--- config.mk ---
export PLATFORM = sky130hd
export DESIGN_NAME = seq_detect_ctrl
export DESIGN_NICKNAME = d
export VERILOG_FILES = /design/src/rtl/seq_detect_ctrl.sv
export SDC_FILE = /design/constraint.sdc
export NUM_CORES = 1
export LEC_CHECK = 0
export CAP_MARGIN = 10
export CELL_PAD_IN_SITES_DETAIL_PLACEMENT = 1
export CELL_PAD_IN_SITES_GLOBAL_PLACEMENT = 1
export CORE_ASPECT_RATIO = 1.4
export CORE_MARGIN = 1.5
export CORE_UTILIZATION = 45
export CTS_BUF_LIST = sky130_fd_sc_hd__clkbuf_4 sky130_fd_sc_hd__clkbuf_8
export DETAILED_ROUTE_END_ITERATION = 16
export GPL_ROUTABILITY_DRIVEN = 1
export PLACE_DENSITY_LB_ADDON = 0.1
export SYNTH_ARGS = -nofsm -noshare
export SYNTH_HDL_FRONTEND = slang
export SYNTH_SLANG_ARGS = --single-unit
--- constraint.sdc ---
create_clock -name clk -period 8.34 [get_ports clk]
set_input_delay 1.251 -clock clk [delete_from_list [all_inputs] [get_ports clk]]
set_output_delay 1.251 -clock clk [all_outputs]
set_load 0.005 [all_outputs]
--- src/rtl/seq_detect_ctrl.sv ---
`default_nettype none
// ============================================================================
//  Module   : seq_detect_ctrl
//  Brief    : Run controller for a programmable serial bit-pattern detector.
//             Holds the pattern config, arms/disarms matching, counts matches,
//             and ends a run on target count or inactivity timeout.
//  Revision : 1.0  initial release
// ============================================================================
module seq_detect_ctrl #(
    parameter  int PAT_W = 8,
    parameter  int CNT_W = 8,
    parameter  int TO_W  = 16,
    localparam int LEN_W = $clog2(PAT_W + 1)
) (
    input  logic             clk,
    input  logic             reset_i,
    input  logic             cfg_we_i,
    input  logic [PAT_W-1:0] cfg_pattern_i,
    input  logic [LEN_W-1:0] cfg_len_i,
    input  logic             cfg_overlap_i,
    input  logic [CNT_W-1:0] cfg_target_i,
    input  logic [TO_W-1:0]  cfg_timeout_i,
    input  logic             start_i,
    input  logic             abort_i,
    input  logic             in_valid_i,
    input  logic             in_i,
    output logic             busy_o,
    output logic             detected_o,
    output logic             done_o,
    output logic             timeout_o,
    output logic             cfg_err_o,
    output logic [CNT_W-1:0] match_cnt_o
);

    typedef enum logic [0:0] {
        ST_IDLE = 1'b0,
        ST_RUN  = 1'b1
    } state_t;

    state_t             r_state;
    logic [PAT_W-1:0]   r_pattern;
    logic [LEN_W-1:0]   r_len;
    logic               r_overlap;
    logic [CNT_W-1:0]   r_target;
    logic [TO_W-1:0]    r_timeout;
    // Only PAT_W-1 old bits are kept; the incoming bit completes the window.
    logic [PAT_W-2:0]   r_hist;
    logic [LEN_W-1:0]   r_fill;
    logic [TO_W-1:0]    r_to_cnt;
    logic [CNT_W-1:0]   r_cnt;
    logic               r_detected;
    logic               r_done;
    logic               r_timeout_p;
    logic               r_cfg_err;

    logic [PAT_W-1:0]   w_hist_nxt;
    logic [PAT_W-1:0]   w_mask;
    logic [LEN_W:0]     w_fill_p1;
    logic [LEN_W-1:0]   w_fill_nxt;
    logic [CNT_W-1:0]   w_cnt_nxt;
    logic [TO_W-1:0]    w_to_nxt;
    logic               w_hit;
    logic               w_done;
    logic               w_tmo;
    logic               w_len_bad;

    always_comb begin
        w_hist_nxt = {r_hist, in_i};
        w_mask     = '0;
        for (int i = 0; i < PAT_W; i++) begin
            w_mask[i] = (LEN_W'(i) < r_len);
        end
        w_fill_p1  = {1'b0, r_fill} + (LEN_W+1)'(1);
        w_fill_nxt = (w_fill_p1 > (LEN_W+1)'(PAT_W)) ? LEN_W'(PAT_W)
                                                     : w_fill_p1[LEN_W-1:0];
        w_hit      = in_valid_i
                  && (w_fill_p1 >= {1'b0, r_len})
                  && (((w_hist_nxt ^ r_pattern) & w_mask) == '0);
        w_cnt_nxt  = (&r_cnt) ? r_cnt : r_cnt + CNT_W'(1);
        w_to_nxt   = r_to_cnt + TO_W'(1);
        w_done     = (r_target != '0) && (w_cnt_nxt == r_target);
        w_tmo      = (r_timeout != '0) && (w_to_nxt == r_timeout);
        w_len_bad  = (r_len == '0) || (r_len > LEN_W'(PAT_W));
    end

    always_ff @(posedge clk or negedge reset_i) begin
        if (!reset_i) begin
            r_state     <= ST_IDLE;
            r_pattern   <= '0;
            r_len       <= '0;
            r_overlap   <= 1'b0;
            r_target    <= '0;
            r_timeout   <= '0;
            r_hist      <= '0;
            r_fill      <= '0;
            r_to_cnt    <= '0;
            r_cnt       <= '0;
            r_detected  <= 1'b0;
            r_done      <= 1'b0;
            r_timeout_p <= 1'b0;
            r_cfg_err   <= 1'b0;
        end else begin
            r_detected  <= 1'b0;
            r_done      <= 1'b0;
            r_timeout_p <= 1'b0;
            r_cfg_err   <= 1'b0;
            if (r_state == ST_IDLE) begin
                if (cfg_we_i) begin
                    r_pattern <= cfg_pattern_i;
                    r_len     <= cfg_len_i;
                    r_overlap <= cfg_overlap_i;
                    r_target  <= cfg_target_i;
                    r_timeout <= cfg_timeout_i;
                end
                // Start is judged against the config already held, not the one being written.
                if (start_i) begin
                    if (w_len_bad) begin
                        r_cfg_err <= 1'b1;
                    end else begin
                        r_state  <= ST_RUN;
                        r_cnt    <= '0;
                        r_hist   <= '0;
                        r_fill   <= '0;
                        r_to_cnt <= '0;
                    end
                end
            end else begin
                if (cfg_we_i) begin
                    r_cfg_err <= 1'b1;
                end
                if (abort_i) begin
                    r_state <= ST_IDLE;
                end else if (in_valid_i) begin
                    r_hist <= w_hist_nxt[PAT_W-2:0];
                    if (w_hit) begin
                        r_detected <= 1'b1;
                        r_cnt      <= w_cnt_nxt;
                        r_to_cnt   <= '0;
                        r_fill     <= r_overlap ? w_fill_nxt : '0;
                        if (w_done) begin
                            r_done  <= 1'b1;
                            r_state <= ST_IDLE;
                        end
                    end else begin
                        r_fill   <= w_fill_nxt;
                        r_to_cnt <= w_to_nxt;
                        if (w_tmo) begin
                            r_timeout_p <= 1'b1;
                            r_state     <= ST_IDLE;
                        end
                    end
                end
            end
        end
    end

    assign busy_o      = (r_state == ST_RUN);
    assign detected_o  = r_detected;
    assign done_o      = r_done;
    assign timeout_o   = r_timeout_p;
    assign cfg_err_o   = r_cfg_err;
    assign match_cnt_o = r_cnt;

endmodule
`default_nettype wire
==> results_dict.tcl, run 1 <==
set metrics [dict create \
    ys_ff_latch 77 \
    pin_count 57 \
    grt_max_degree 78 \
    dieWidth_um 86.5 \
    synth_cells 415 \
    cts_resized 0 \
    slew_violations 0 \
    worstMarginPinSlew_ns 1.13 \
    route.detailed.wl_per_inst_um 19.0 \
    holdBufCountCts 0 \
    synth_area_leader_cell "dfrtp_1" \
    r2r_cells 7 \
    dp_hpwl_um 8070 \
    syn_area_sq_mm 0.00440 \
    gp_congestion 0.803 \
    overflow 0 \
    cts_root_buffer "clkbuf_8" \
    antenna_found_initial 0 \
    critPathMaxFanout 25 \
    rsz0062_at_grt "false" \
    p_leak_uw 0.00217 \
    arrival_ns 3.92 \
    avgSynthCellArea_sq_um 10.6 \
    cap_violations 0 \
    critical-path-slowest-cell "a211oi_4" \
    cts_setup_buffers 0 \
    ys_types 64 \
    dpl.cell_count 562 \
    antenna_left 0 \
    ir_drop_v 0.000144 \
    die_y_um 120 \
    required_ns 8.64 \
    drt_iter0_markers 181 \
    clockBufferDepth 2 \
    syn-num-nets 467 \
    power_per_cell_area_mw_per_mm2 268 \
    grt_pass1_wl_um 18600 \
    first_pass_iters 4 \
    cp-end-kind "flop" \
    whs_path_depth 1 \
    finalClockSkew_ns 0.0116 \
    min_period_ns 3.62 \
    clk_pin_slew_worst_paths_ns 0.08 \
    numPortBuffers 56 \
    slew-limit-headroom_pct 24.8 \
    synth_warnings 0 \
    outcome "complete, no violations" \
    synthTopCellsByArea "dfrtp_1 44%, mux2_2 9.5%, xnor2_1 4.6%" \
    diodes 0 \
    final-instance-count-excl-fill 577 \
    cp-start-kind "primary input" \
    fin_crit_sh_pct 43.4 \
    syn_to_final_growth_pct 17.2 \
    fill_cells 1057 \
    grt_pass1_vias 3656 \
    grt.total_usage_pct 23.4 \
    fin_tns_setup_ns 0 \
    crit_path_max_incr_delay_ns 0.79 \
    synth_edf_count 0 \
    fmax_mhz 276 \
    layout-drive-gt1-share_pct 14.8 \
    fp.dieArea_sq_mm 0.0104 \
    yosysSeqAreaShare_pct 43.8 \
    async_reset_ff_share_pct 100 \
    criticalPathCategory "primary input to flop" \
    start_util_pct 46.5 \
    numCtsBuffers 9 \
    path_cells "clkdlybuf4s50_1, nor2_1, and2_1, o22ai_2, a211oi_4, a21o_1, a32o_1" \
    core-area_sq_mm 0.00946 \
    h-tree-depth 3 \
    drc 0 \
    synth-main-ff-cell "dfrtp_1" \
    synthTopCellsByCount "77 x dfrtp_1, 37 x mux2_2, 29 x nor2_1, 23 x xnor2_1, 21 x nand2_1" \
    setup_viol_count_final 0 \
    drt_wl_total_um 11000 \
    vias_per_cell 5.98 \
    yosysTopAreaCellShare_pct 43.8 \
    rows 42 \
    clk_latency_ns 0.36 \
    vias 3450 \
    min_path_type "flop to flop" \
    final_hold_viol_count 0 \
    nNetsFinal 515 \
    clock_sinks 77 \
    synth.most_common_cell "dfrtp_1" \
    tritoncts "done" \
]
[worst max-delay path, delay by kind of cell]
family | cells | cell delay, ns
AO/OA/AOI/OAI | 4 | 1.60
buffers and inverters | 1 | 0.42
AND/OR/NAND/NOR | 2 | 0.64
[flip-flops by register name, summed over array words and instances (netlist names)]
signal and cells:
r_hist 7, match_cnt_o 8, r_pattern 8, r_to_cnt 16, detected_o 1, r_timeout 16, r_target 8, timeout_o 1
r_fill 4, r_len 4, busy_o 1, cfg_err_o 1, done_o 1, r_overlap 1
[metal layers]
| metal | routed length [um] | GRT usage (%) | vias to the layer above | part of all wire (%) |
|---|---|---|---|---|
| met5 | 0 | 0 | - | 0 |
| met4 | 227 | 8.97 | 0 | 2.1 |
| met3 | 253 | 3.85 | 17 | 2.3 |
| met2 | 5680 | 40.5 | 56 | 52 |
| met1 | 4830 | 28.8 | 1754 | 44 |
| li1 | - | - | 1623 | - |
[final timing paths]
kind | startpoint | endpoint | slack (ns)
max reg2reg | busy_o | r_fill[2] | 5.19
max in group asynchronous | reset_i | r_pattern[3] | 6.64
min | r_to_cnt[15] | r_to_cnt[15] | 0.51
max | abort_i | r_fill[2] | 4.72
min in group asynchronous | reset_i | r_to_cnt[7] | 1.03
min reg2reg | r_to_cnt[15] | r_to_cnt[15] | 0.51
[final cells by class]
class	instances	area, sq um	share of cell area [%]
flip-flops and latches	77	1930	37.4
multi-input cells	308	2300	44.7
inverters	11	41.3	0.802
clock buffers	14	180	3.50
clock inverters	1	5.00	0.0972
well taps	110	138	2.67
repair buffers	56	558	10.8
[cells in the final DEF, fill, tap and decap left out, types with 2 or more instances in the layout]
cell type         n
o211ai_1          2
mux2_2           37
nand2_1          21
xor2_1           15
nor4b_1           2
nand4_1           7
mux2i_1           9
a21oi_1          12
or2_2             2
dfrtp_1          77
a211oi_1          3
nand2b_1          4
o31ai_1           3
clkbuf_4          2
and2_1            4
nand3_1          17
nor3_1           11
nor2_1           29
a21o_1           10
a22o_1           15
a32o_1            2
o22ai_1           2
nor2b_1           2
a31oi_1           2
and3_1            4
xnor2_1          23
nor4_1            9
clkbuf_8         12
o21ai_0          19
inv_1            11
clkdlybuf4s50_1  55
ha_1              8
o22a_1            5
[kinds of logic (layout without fill, tap and decap cells)]
kind of cell / Yosys count / count (layout) / share of synthesized area (%)
DFF: 77 / 77 / 43.8
xor gates and xnor gates: 38 / 38 / 7.57
muxes: 46 / 46 / 11.5
and+or+nand+nor: 125 / 125 / 15.6
AOI/OAI and AO/OA: 91 / 91 / 15.3
buffers and inverters: 30 / 82 / 3.96
adders and majority gates: 8 / 8 / 2.28
[power breakdown]
group	switching [uW]	total (uW)	internal, uW	leakage [uW]
sequential	124	595	471	0.000985
combinational	263	516	253	0.00108
clock	134	271	137	0.0000994
[stage by stage]
stage	utilization, %	area, sq um	hold slack (ns)	power [uW]	setup slack [ns]
5_1_grt	54.5	5150	0.545	1480	4.50
4_1_cts	54.5	5150	0.522	1400	4.74
3_3_place_gp	52.5	4970	0.499	1100	4.47
6_report	54.5	5150	0.507	1380	4.72
3_5_place_dp	52.5	4970	0.512	1120	4.36
2_1_floorplan	-	4400	0.471	956	5.65
No activity file was read; power rests on OpenSTA's default activity.
==> inputs of run 2 (changes only) <==
Clock period 8.34 ns to 3.7 ns, I/O delays scaled along.
==> results_dict.tcl, run 2 (same netlist as run 1, synthesis figures left out) <==
set metrics [dict create \
    outcome "complete, no violations" \
    gp_congestion 0.780 \
    r2r_end "r_fill[1]" \
    slew_violations 0 \
    slew-limit-headroom_pct 33.6 \
    arrival_ns 3.31 \
    dpl.cell_count 566 \
    setup_viol_count_final 0 \
    drt_wl_total_um 11100 \
    dp_hpwl_um 8230 \
    cp-start-kind "flop" \
    numCtsBuffers 9 \
    r2r_slack_ns 0.69 \
    crit_path_start "r_fill[0]" \
    overflow 0 \
    grt_pass1_vias 3615 \
    cts_setup_buffers 0 \
    required_ns 4.00 \
    cts_resized 0 \
    clock_sinks 77 \
    ir_drop_v 0.000283 \
    min_period_ns 3.01 \
    cap_violations 0 \
    nNetsFinal 519 \
    placed_area_sq_mm 0.00500 \
    start_util_pct 46.5 \
    clk_pin_slew_worst_paths_ns 0.08 \
    reg.largest.list "r_timeout (16), r_to_cnt (16)" \
    worst_slack_ns 0.689 \
    p_leak_uw 0.00220 \
    mostFrequentLayoutCell "dfrtp_1" \
    pin_count 57 \
    die_y_um 120 \
    drt_iter0_markers 134 \
    grt_max_degree 78 \
    fp.dieArea_sq_mm 0.0104 \
    hold_ws_ns 0.324 \
    first_pass_iters 4 \
    diodes 0 \
    syn_to_final_growth_pct 18.5 \
    grt_pass1_wl_um 18300 \
    cts_root_buffer "clkbuf_8" \
    grt.total_usage_pct 23.1 \
    r2r_cells 9 \
    core-area_sq_mm 0.00946 \
    clk_latency_ns 0.36 \
    rsz0062_at_grt "false" \
    finalClockSkew_ns 0.00720 \
    final_hold_viol_count 0 \
    r2r_start "r_fill[0]" \
    rows 42 \
    power_per_cell_area_mw_per_mm2 617 \
    cp-end-kind "flop" \
    drc 0 \
    worstMarginPinSlew_ns 0.996 \
    vias_per_cell 5.91 \
    fin_crit_sh_pct 81.4 \
    antenna_found_initial 0 \
    pre_cts_ws_ns 0.701 \
    fin_area_sq_mm 0.00521 \
    tritoncts "done" \
    layout_common_cells "77 x dfrtp_1, 55 x clkdlybuf4s50_1, 37 x mux2_2" \
    h-tree-depth 3 \
    dieWidth_um 86.5 \
    final-instance-count-excl-fill 581 \
    layout-drive-gt1-share_pct 15.5 \
    criticalPathCategory "flop to flop" \
    antenna_left 0 \
    route.detailed.wl_per_inst_um 19.2 \
    fin_tns_setup_ns 0 \
    numPortBuffers 56 \
    min_path_type "primary input to async pin" \
    vias 3431 \
    holdBufCountCts 0 \
    clockBufferDepth 2 \
    fmax_mhz 332 \
    critPathMaxFanout 9 \
]
run 2: layout make-up:
cell class              instances  area (sq um)
clock buffers                  10           138
clock inverters                 5          75.1
fillers                      1054          4250
inverters                      11          41.3
multi-input cells             308          2300
flip-flops and latches         77          1930
well taps                     110           138
repair buffers                 60           588
run 2: where the power goes:
group	switching, uW	internal, uW	total, uW
combinational	593	582	1180
clock	317	391	708
sequential	269	1060	1330
run 2: how the worst max path moves through the flow:
stage,end,cells after the start
after floorplan,busy_o,9
after global placement,r_fill[1],8
after detailed placement,r_fill[1],9
after CTS,r_fill[1],9
after global routing,r_fill[1],9
final,r_fill[1],9
run 2: worst max-delay path, cell delays in order (launching register included):
cell and delay [ns]:
dfrtp_1 0.44, ha_1 0.34, ha_1 0.28, a21o_1 0.15, a21o_1 0.17, a221o_1 0.48
a211oi_4 0.48, buf_4 0.24, a21o_1 0.17, a32o_1 0.18
run 2: through the flow:
| step | power [uW] | utilization, % |
|---|---|---|
| 6_report | 3210 | 55.1 |
| 5_1_grt | 3420 | 55.1 |
| 3_5_place_dp | 2530 | 52.8 |
| 2_1_floorplan | 2150 | - |
| 3_3_place_gp | 2480 | 52.8 |
| 4_1_cts | 3250 | 55.1 |
run 2: per-layer routing:
metal  routed length (um)  vias up  track usage [%]
met1                 4840     1716             28.6
met3                  350       19             4.26
met4                  280        0             8.97
met2                 5660       69             39.4
li1                     -     1627                -
met5                    0        -                0
==> inputs of run 3 (changes only) <==
Clock period 3.7 ns to 3 ns, I/O delays scaled along.
==> results_dict.tcl, run 3 (same netlist as run 1, synthesis figures left out) <==
set metrics [dict create \
    cp-start-kind "flop" \
    rows 42 \
    rsz0062_at_grt "false" \
    clk_latency_ns 0.37 \
    p_int_uw 2500 \
    overflow 0 \
    numCtsBuffers 9 \
    start_util_pct 46.5 \
    gp_congestion 0.817 \
    slew_violations 0 \
    fill_cells 1044 \
    pin_count 57 \
    h-tree-depth 3 \
    min_path_type "primary input to async pin" \
    p_sw_uw 1490 \
    r2r_slack_ns 0.23 \
    final_util_pct 55.5 \
    arrival_ns 3.01 \
    p_leak_uw 0.00222 \
    finalClockSkew_ns 0.0125 \
    outcome "complete, no violations" \
    criticalPathCategory "flop to flop" \
    first_pass_iters 4 \
    multi_input_area_sq_mm 0.00231 \
    dp_hpwl_um 8180 \
    clk_pin_slew_worst_paths_ns 0.08 \
    nNetsFinal 523 \
    die_y_um 120 \
    drc 0 \
    fp.dieArea_sq_mm 0.0104 \
    ir_drop_v 0.000447 \
    drt_wl_total_um 11300 \
    numPortBuffers 56 \
    cap_violations 0 \
    power_per_cell_area_mw_per_mm2 761 \
    worstMarginPinSlew_ns 0.992 \
    crit_path_max_incr_delay_ns 0.45 \
    layout-drive-gt1-share_pct 16.4 \
    clock_sinks 77 \
    vias_per_cell 5.91 \
    grt.total_usage_pct 23.8 \
    critical-path-slowest-cell "dfrtp_1" \
    route.detailed.wl_per_inst_um 19.4 \
    vias 3455 \
    fmax_mhz 361 \
    dieWidth_um 86.5 \
    critPathMaxFanout 10 \
    required_ns 3.24 \
    layout_common_cells "77 x dfrtp_1, 55 x clkdlybuf4s50_1, 37 x mux2_2" \
    slew-limit-headroom_pct 33.8 \
    path_cells "ha_1, xor2_1, ha_1, a21o_1, a221o_1, buf_4, nand3_1, buf_4, nor2_1, mux2_2" \
    mostFrequentLayoutCell "dfrtp_1" \
    grt_pass1_vias 3821 \
    regArea_sq_mm 0.00193 \
    grt_max_degree 78 \
    min_period_ns 2.77 \
    p_sw_share_pct 37.4 \
    tritoncts "done" \
    r2r_start "r_fill[0]" \
    reg.largest.list "r_timeout (16), r_to_cnt (16)" \
    clockBufferDepth 2 \
    diodes 0 \
    core-area_sq_mm 0.00946 \
    syn_to_final_growth_pct 19.4 \
    cts_root_buffer "clkbuf_8" \
    r2r_cells 10 \
    final_hold_viol_count 0 \
    drt_iter0_markers 162 \
    r2r_end "match_cnt_o[0]" \
    fin_crit_sh_pct 92.3 \
    grt_pass1_wl_um 19000 \
    antenna_found_initial 0 \
    setup_viol_count_final 0 \
    fin_tns_setup_ns 0 \
    cp-end-kind "flop" \
    antenna_left 0 \
    final-instance-count-excl-fill 585 \
    seq_power_share_pct 41.0 \
    pwr-share-comb_pct 38.7 \
    dpl.cell_count 570 \
    clkPwrFrac_pct 20.3 \
]
==> run 3: changes by cell type in the layout (fill, tap and decap cells not counted), sizes merged <==
cell	before	now
buf	5	9
bufinv	2	1
clkbuf	10	11
clkinv	3	2
clkinvlp	0	1
==> run 3: layout make-up <==
| type | count | share of cell area, % |
|---|---|---|
| tap | 110 | 2.62 |
| clock buffer | 11 | 2.89 |
| sequential | 77 | 36.7 |
| multi-input combinational | 308 | 44.0 |
| inverter | 11 | 0.787 |
| timing repair buffer | 64 | 12.1 |
| clock inverter | 4 | 0.906 |
==> run 3: critical path, delay by kind of cell, from the launching register on <==
kind | cells | cell delay [ns]
adders and majority gates | 2 | 0.54
AOI/OAI and AO/OA | 2 | 0.55
buffers and inverters | 2 | 0.38
xor gates and xnor gates | 1 | 0.25
muxes | 1 | 0.28
and+or+nand+nor | 2 | 0.20
DFF | 1 | 0.45
==> run 3: power groups by stage <==
| stage | clock, uW | sequential, uW | combinational (uW) |
|---|---|---|---|
| 3_5_place_dp | 0 | 1660 | 1540 |
| 3_3_place_gp | 0 | 1650 | 1480 |
| 2_1_floorplan | 0 | 1550 | 1100 |
| 6_report | 811 | 1640 | 1540 |
| 5_1_grt | 869 | 1690 | 1700 |
| 4_1_cts | 836 | 1640 | 1550 |
==> run 3: repair_timing <==
action                                  4_1_cts  5_1_grt
gates resized for setup                       0        2
endpoints found under the setup margin        0        2
hold buffers                                  0        0
buffers inserted                              0        0
==> run 3: how the worst max path moves through the flow <==
stage	start	to	slack, ns	cells after the start
detailed placement	r_fill[0]	r_to_cnt[12]	0.23	10
global route	r_fill[0]	r_to_cnt[2]	0.03	10
finish	r_fill[0]	match_cnt_o[0]	0.23	10
global placement	r_fill[0]	busy_o	0.34	8
floorplan	r_fill[0]	busy_o	0.31	9
CTS	r_fill[0]	r_to_cnt[12]	0.19	10
==> run 3: stage by stage <==
step / hold slack, ns / instance area, sq um / setup WS [ns] / power, uW
finish: 0.227 / 5250 / 0.232 / 3990
global route: 0.307 / 5250 / 0.0276 / 4260
CTS: 0.287 / 5240 / 0.194 / 4030
detailed placement: 0.506 / 5040 / 0.230 / 3190
global placement: 0.485 / 5040 / 0.338 / 3130
floorplan: 0.154 / 4400 / 0.305 / 2660
==> run 3: layer usage <==
metal	wire length, um	global-route usage (%)	share of wire [%]
met1	4790	28.1	42
met2	5880	40.9	52
met3	306	4.54	2.7
met4	359	11.6	3.2
met5	0	0	0
